## src/rtl/seq_mult_param.sv

```systemverilog
// Radix-2 shift-add multiplier. Latency WIDTH+1 (WIDTH+2 with FIX). start is ignored while busy. Nothing is queued.
// Optional macro SEQ_MULT_SIGNED_EN adds the is_signed port and a one-cycle sign-fixup FIX state.

module seq_mult_param #(
  parameter int WIDTH = 4
) (
  input  logic               sys_clk,
  input  logic               sys_rst,
  input  logic               start,
`ifdef SEQ_MULT_SIGNED_EN
  input  logic               is_signed,
`endif
  input  logic [WIDTH-1:0]   op_a,
  input  logic [WIDTH-1:0]   op_b,
  output logic               busy,
  output logic               done,
  output logic [2*WIDTH-1:0] product
);

  localparam int CNT_W = $clog2(WIDTH + 1);
  localparam logic [CNT_W-1:0] LAST_CNT = CNT_W'(WIDTH - 1);

  typedef enum logic [1:0] {
    S_IDLE = 2'd0,
    S_RUN  = 2'd1,
    S_FIX  = 2'd2,
    S_DONE = 2'd3
  } state_t;

  state_t state_q, state_d;

  logic [WIDTH-1:0]   mcand_q;
  logic [2*WIDTH-1:0] acc_q;
  logic               carry_q;
  logic [CNT_W-1:0]   count_q;
  logic [2*WIDTH-1:0] product_q;

  logic               load_ops;
  logic               step;
  logic               load_prod;
  logic               last_iter;

  logic [WIDTH-1:0]   mcand_in;
  logic [WIDTH-1:0]   mplier_in;
  logic [WIDTH:0]     addend;
  logic [WIDTH:0]     sum;
  logic [2*WIDTH:0]   shifted;
  logic [2*WIDTH-1:0] prod_next;

`ifdef SEQ_MULT_SIGNED_EN
  logic neg_q;
  logic neg_in;

  // Signed operands run through the unsigned core as magnitudes; 2^(W-1) still fits in W bits.
  always_comb begin
    neg_in    = is_signed & (op_a[WIDTH-1] ^ op_b[WIDTH-1]);
    mcand_in  = (is_signed && op_a[WIDTH-1]) ? -op_a : op_a;
    mplier_in = (is_signed && op_b[WIDTH-1]) ? -op_b : op_b;
  end
`else
  always_comb begin
    mcand_in  = op_a;
    mplier_in = op_b;
  end
`endif

  // One partial product per cycle: conditional add into the high half, then shift the whole word right.
  always_comb begin
    addend  = acc_q[0] ? {1'b0, mcand_q} : '0;
    sum     = {carry_q, acc_q[2*WIDTH-1:WIDTH]} + addend;
    shifted = {sum, acc_q[WIDTH-1:0]} >> 1;
  end

`ifdef SEQ_MULT_SIGNED_EN
  always_comb begin
    prod_next = neg_q ? -acc_q : acc_q;
  end
`else
  always_comb begin
    prod_next = shifted[2*WIDTH-1:0];
  end
`endif

  assign last_iter = (count_q == LAST_CNT);

  always_comb begin
    state_d   = state_q;
    load_ops  = 1'b0;
    step      = 1'b0;
    load_prod = 1'b0;
    busy      = 1'b0;
    done      = 1'b0;
    case (state_q)
      S_IDLE: begin
        if (start) begin
          load_ops = 1'b1;
          state_d  = S_RUN;
        end
      end
      S_RUN: begin
        busy = 1'b1;
        step = 1'b1;
        if (last_iter) begin
`ifdef SEQ_MULT_SIGNED_EN
          state_d = S_FIX;
`else
          load_prod = 1'b1;
          state_d   = S_DONE;
`endif
        end
      end
`ifdef SEQ_MULT_SIGNED_EN
      S_FIX: begin
        busy      = 1'b1;
        load_prod = 1'b1;
        state_d   = S_DONE;
      end
`endif
      S_DONE: begin
        done = 1'b1;
        // A start seen during the done pulse launches the next operation with no idle bubble.
        if (start) begin
          load_ops = 1'b1;
          state_d  = S_RUN;
        end else begin
          state_d = S_IDLE;
        end
      end
      default: state_d = S_IDLE;
    endcase
  end

  always_ff @(posedge sys_clk) begin
    if (sys_rst) begin
      state_q   <= S_IDLE;
      mcand_q   <= '0;
      acc_q     <= '0;
      carry_q   <= 1'b0;
      count_q   <= '0;
      product_q <= '0;
`ifdef SEQ_MULT_SIGNED_EN
      neg_q     <= 1'b0;
`endif
    end else begin
      state_q <= state_d;
      if (load_ops) begin
        mcand_q <= mcand_in;
        acc_q   <= {{WIDTH{1'b0}}, mplier_in};
        carry_q <= 1'b0;
        count_q <= '0;
`ifdef SEQ_MULT_SIGNED_EN
        neg_q   <= neg_in;
`endif
      end else if (step) begin
        acc_q   <= shifted[2*WIDTH-1:0];
        carry_q <= shifted[2*WIDTH];
        count_q <= count_q + 1'b1;
      end
      if (load_prod) begin
        product_q <= prod_next;
      end
    end
  end

  assign product = product_q;

endmodule

```

## config.mk

```make
export PLATFORM = sky130hd
export DESIGN_NAME = seq_mult_param
export DESIGN_NICKNAME = d
export VERILOG_FILES = /design/src/rtl/seq_mult_param.sv
export SDC_FILE = /design/constraint.sdc
export NUM_CORES = 1
export LEC_CHECK = 0
export CAP_MARGIN = 0
export CORE_MARGIN = 1
export CORE_UTILIZATION = 55
export DETAILED_ROUTE_END_ITERATION = 6
export PLACE_DENSITY = 0.88
export SETUP_SLACK_MARGIN = 0.3
export SYNTH_ARGS = -nofsm -noshare
export SYNTH_HDL_FRONTEND = slang
export SYNTH_SLANG_ARGS = --single-unit
```

## constraint.sdc

```tcl
create_clock -name sys_clk -period 4.1 [get_ports sys_clk]
set_clock_uncertainty 0.15 [all_clocks]
set_input_delay 0.615 -clock sys_clk [delete_from_list [all_inputs] [get_ports sys_clk]]
set_output_delay 0.615 -clock sys_clk [all_outputs]
set_load 0.02 [all_outputs]
```

## Yosys cells after proc, flatten, opt, wreduce, memory -nomap -nowiden

Cells that the tools add are included.

- Add/sub/neg operators: 2
- Multipliers: 0
- Div/mod/pow operators: 0
- Order comparisons: 0
- Equal/unequal tests: 5
- Shift operators: 0
- Mux-type cells: 13
- Bitwise gates (word level): 0
- Reductions and logical operators: 5

Operators by type and width:

| operator | number |
|---|---|
| 4-bit 2-to-1 mux | 3 |
| 1-bit 2-to-1 mux | 7 |
| 2-bit one-hot mux with 3 select lines | 1 |
| 4-bit by 4-bit adder with 5-bit output | 1 |
| 2-bit 2-to-1 mux | 2 |
| 2-bit inequality test (second input constant) | 2 |
| 2-bit OR reduction | 2 |
| 3-bit by 1-bit adder with 3-bit output (second input constant) | 1 |
| 3-bit by 2-bit == test with 1-bit output (second input constant) | 1 |
| 2-bit by 1-bit == test with 1-bit output (second input constant) | 1 |
| 2-bit == test (second input constant) | 1 |
| 2-bit logical NOT | 1 |
| 2-bit AND reduction | 1 |
| 2-bit nonzero test | 1 |

- Register bits after elaboration: 25
- Latch bits: 0
- RAM bits: 0
- ROM bits: 0
- Input bits: 11
- Output and inout port bits: 10
- Word-level logic and storage cells: 31
- Memories kept: 0

## Logic depth before layout (Yosys ltp)

- Depth in word-level cells: 4
- Gate-level depth with buffers: 7
- Depth with buffers taken out: 7

## Worst setup path before layout

Ideal clock, no wire load.

- Kind: register -> register
- Start point: reg acc_q[0]
- End point: reg product_q[7], in the netlist product[7]
- Setup time: 91 ps
- Arrival time: 1475 ps
- Data required time: 3859 ps
- Path slack: 2384 ps
- Cell stages (with the launch flop): 8
- Buffers on the path: 0
- Period minus slack after synthesis: 1716 ps
- Cells stage by stage: dfxtp_1 -> and2_1 -> ha_1 -> inv_1 -> fa_1 -> nor2b_1 -> o21ai_1 -> a311oi_1

- Longest elaborated chain between the ends: 2

Ends and longest elaborated chain:

| element | RTL line | source |
|---|---|---|
| start, declared | 33 | `logic [2*WIDTH-1:0] acc_q;` |
| start signal, assigned | 148 | `acc_q <= {{WIDTH{1'b0}}, mplier_in};` |
| start signal, assigned | 155 | `acc_q <= shifted[2*WIDTH-1:0];` |
| 4-bit 2-to-1 mux | 69 | `addend = acc_q[0] ? {1'b0, mcand_q} : '0;` |
| 4-bit by 4-bit adder with 5-bit output | 70 | `sum = {carry_q, acc_q[2*WIDTH-1:WIDTH]} + addend;` |
| end signal, assigned | 160 | `product_q <= prod_next;` |
| end, declared | 36 | `logic [2*WIDTH-1:0] product_q;` |

Every way passes these cells.
A chain may end at the register's enable or synchronous reset.

## Final worst setup path

- Start point: reg state_q[1]
- End point: out busy

- Longest elaborated chain between the ends: 2

Ends and longest elaborated chain:

| element | RTL line | source |
|---|---|---|
| start, declared | 30 | `state_t state_q, state_d;` |
| start signal, assigned | 145 | `state_q <= state_d;` |
| 2-bit by 1-bit == test with 1-bit output | 93 | `case (state_q)` |
| 1-bit 2-to-1 mux | 93 |  |
| end, declared | 15 | `output logic busy,` |

Every way passes these cells.

==> impl_metrics.env <==
export IMPL_syn2layout_area_growth_pct=18.2
export IMPL_hold_path_class="reg2reg"
export IMPL_synth_seq_area_share_pct=40.8
export IMPL_place_gp_congestion=0.808
export IMPL_synth_area_leaders="dfxtp_1, ha_1, nand2_1, mux2i_1, a21oi_1"
export IMPL_crit_path_start_kind="flip-flop"
export IMPL_synthCells=137
export IMPL_cp_arrival_ns=2.25
export IMPL_maxSlewViolCount=0
export IMPL_ant_nets=0
export IMPL_power_density_nw_per_um2=325
export IMPL_antenna_found_initial=0
export IMPL_drt_wirelength_per_cell_um=14.3
export IMPL_synthAdderAreaFrac_pct=10.8
export IMPL_io_pins=21
export IMPL_power_leakage_uw=0.000541
export IMPL_grt_max_degree=26
export IMPL_drt_total_wl_um=2610
export IMPL_synth_nets=158
export IMPL_drt_initial_drc_count=29
export IMPL_tightestPinTransition_ns=0.874
export IMPL_antenna_cells=0
export IMPL_avgSynthCellArea_um2=8.96
export IMPL_grt_pass1_wl_um=4560
export IMPL_ys_flop_type="dfxtp_1"
export IMPL_irDropWorstVdd_mv=0.215
export IMPL_worstPathRequired_ns=3.34
export IMPL_grt_pass1_vias=1027
export IMPL_synthArstFlopShare_pct=0
export IMPL_place_ws_ns=1.45
export IMPL_fin_setup_tns_ns=0
export IMPL_status="finished clean"
export IMPL_die_w_um=49.2
export IMPL_max_cap_violations=0
export IMPL_critPathKind="reg2out"
export IMPL_fin_crit_sh_pct=73.6
export IMPL_numPortBuffers=20
export IMPL_crit_chain="inv_1 > ha_1 > clkdlybuf4s50_1"
export IMPL_synth_xor_area_share_pct=1.43
export IMPL_core_area_um2=2020
export IMPL_row_count=16
export IMPL_via_per_inst=5.62
export IMPL_cts_htree_levels=1
export IMPL_cts_tree="done"
export IMPL_cts_setup_buffers=0
export IMPL_synth_compound_area_share_pct=15.2
export IMPL_utilization_pct=71.8
export IMPL_hold_violations=0
export IMPL_dr_pass1_iters=4
export IMPL_synth_seq_cells=25
export IMPL_synth_mux_area_share_pct=4.89
export IMPL_dieArea_um2=2420
export IMPL_critPathMaxStageDelay_ns=0.75
export IMPL_finalSetupViolCount=0
export IMPL_hpwl_um=1850
export IMPL_drc_errors=0
export IMPL_die_h_um=49.2
export IMPL_drive_above_1_share_pct=3.87
export IMPL_grt_ovfl_total=0
export IMPL_rsz0062_at_grt="no"
export IMPL_cts_resized=0
export IMPL_yosysWarnings=0
export IMPL_setup_ws_ns=1.08
export IMPL_fillers=159
export IMPL_numClockSinks=25
export IMPL_synth_simple_area_share_pct=21.8
export IMPL_synth_edf_count=0
export IMPL_cts_buffers_inserted=3
export IMPL_maxSlewHeadroom_pct=41.7
export IMPL_crit_path_max_fanout=22
export IMPL_clock_path_buffers=2
export IMPL_synth_top_area_share_pct=40.8
export IMPL_ctsHoldBuffers=0
export IMPL_period_needed_ns=3.02
export IMPL_finish_net_count=177
export IMPL_crit_path_end_kind="primary output"
export IMPL_synth_area_leader_cell="dfxtp_1"
export IMPL_yosys_cell_types_count=31
export IMPL_clk_latency_ns=0.30
export IMPL_grt_usage_pct=24.3
export IMPL_clock_fmax_mhz=331
export IMPL_cp_slowest_cell="clkdlybuf4s50_1"
export IMPL_synth_top_family_by_area="simple AND/OR/NAND/NOR gates"
export IMPL_start_util_pct=60.7
export IMPL_clk_pin_slew_ns=0.13
export IMPL_root_buffer="clkbuf_4"
export IMPL_synth_area_um2=1230
export IMPL_vias=1023
[flip-flops by register name (all words and copies together), names as in the netlist]
| name | count |
|---|---|
| state_q | 2 |
| acc_q | 8 |
| mcand_q | 4 |
| product | 8 |
| count_q | 3 |
[cells by family (layout without fill, tap and decap cells)]
group,after synthesis,after routing
AND/OR/NAND/NOR,54,54
AO/OA/AOI/OAI,27,27
flip-flops,25,25
buffers and inverters,13,31
adder cells (fa/ha/maj),10,10
multiplexers,6,6
XOR/XNOR,2,2
[synth_stat cells (2+ instances only)]
cell and n:
dfxtp_1 25, a21oi_1 11, nand2b_1 6, buf_2 2, a211oi_1 7, clkbuf_1 2, a31oi_1 2, nand2_1 21
ha_1 9, a2111o_1 2, nor2_1 13, mux2i_1 6, inv_1 7, nor3_1 2, xnor2_1 2, nor2b_1 2
and2_1 4
[layer usage]
layer  global-route usage [%]  part of all wire [%]  vias to the layer above
met5                        0                     0                        -
met4                     8.33                   1.9                        0
met3                     4.36                   3.3                        6
met2                     42.2                    49                       32
met1                     29.7                    45                      478
li1                         -                     -                      507
[path summary, 6_finish.rpt]
path | cells past startpoint | startpoint | end | slack (ns)
min reg2reg | 2 | mcand_q[3]$_SDFFE_PP0P_ | mcand_q[3]$_SDFFE_PP0P_ | 0.31
max reg2reg | 5 | state_q[1]$_SDFFE_PP0P_ | product[6]$_SDFFE_PP0P_ | 1.74
min | 2 | mcand_q[3]$_SDFFE_PP0P_ | mcand_q[3]$_SDFFE_PP0P_ | 0.31
max | 3 | state_q[1]$_SDFFE_PP0P_ | busy | 1.08
[report_power, final]
| group | leakage (µW) | total, µW | internal, µW | switching, µW |
|---|---|---|---|---|
| Combinational | 0.000323 | 96.1 | 43.2 | 52.9 |
| Clock | 0.0000150 | 106 | 37.9 | 68.2 |
| Sequential | 0.000204 | 269 | 258 | 11.1 |
| Total | 0.000541 | 471 | 339 | 132 |
[worst max-delay path: cells and delay by family (launching register included)]
kind | cells | cell delay (ns)
DFF | 1 | 0.35
buffers and inverters | 2 | 0.85
adders and majority gates | 1 | 0.74
[cell type report]
cell class	count	area (µm²)	share of cell area, %
Sequential cell	25	500	34.5
Clock buffer	4	26.3	1.81
Multi-Input combinational cell	99	664	45.8
Timing Repair Buffer	20	200	13.8
Tap cell	27	33.8	2.33
Inverter	7	26.3	1.81
[cells in the final DEF, fill, tap and decap left out, types with 2 or more instances in the layout]
| master | synthesis | layout |
|---|---|---|
| a31oi_1 | 2 | 2 |
| and2_1 | 4 | 4 |
| clkdlybuf4s50_1 | 0 | 20 |
| nor2_1 | 13 | 13 |
| nor2b_1 | 2 | 2 |
| xnor2_1 | 2 | 2 |
| a211oi_1 | 7 | 7 |
| ha_1 | 9 | 9 |
| nand2_1 | 21 | 21 |
| inv_1 | 7 | 7 |
| clkbuf_4 | 0 | 3 |
| mux2i_1 | 6 | 6 |
| dfxtp_1 | 25 | 25 |
| nor3_1 | 2 | 2 |
| a21oi_1 | 11 | 11 |
| nand2b_1 | 6 | 6 |
| a2111o_1 | 2 | 2 |
[stage by stage]
| stage | hold WS (ns) | std cells | cell area, µm² | total power [µW] |
|---|---|---|---|---|
| after floorplan | 0.282 | 137 | 1230 | 343 |
| after global placement | 0.292 | 178 | 1430 | 362 |
| after detailed placement | 0.297 | 178 | 1430 | 367 |
| after CTS | 0.314 | 182 | 1450 | 471 |
| after global routing | 0.347 | 182 | 1450 | 495 |
| final | 0.312 | 182 | 1450 | 471 |
Power figures use the tool's default switching activity.
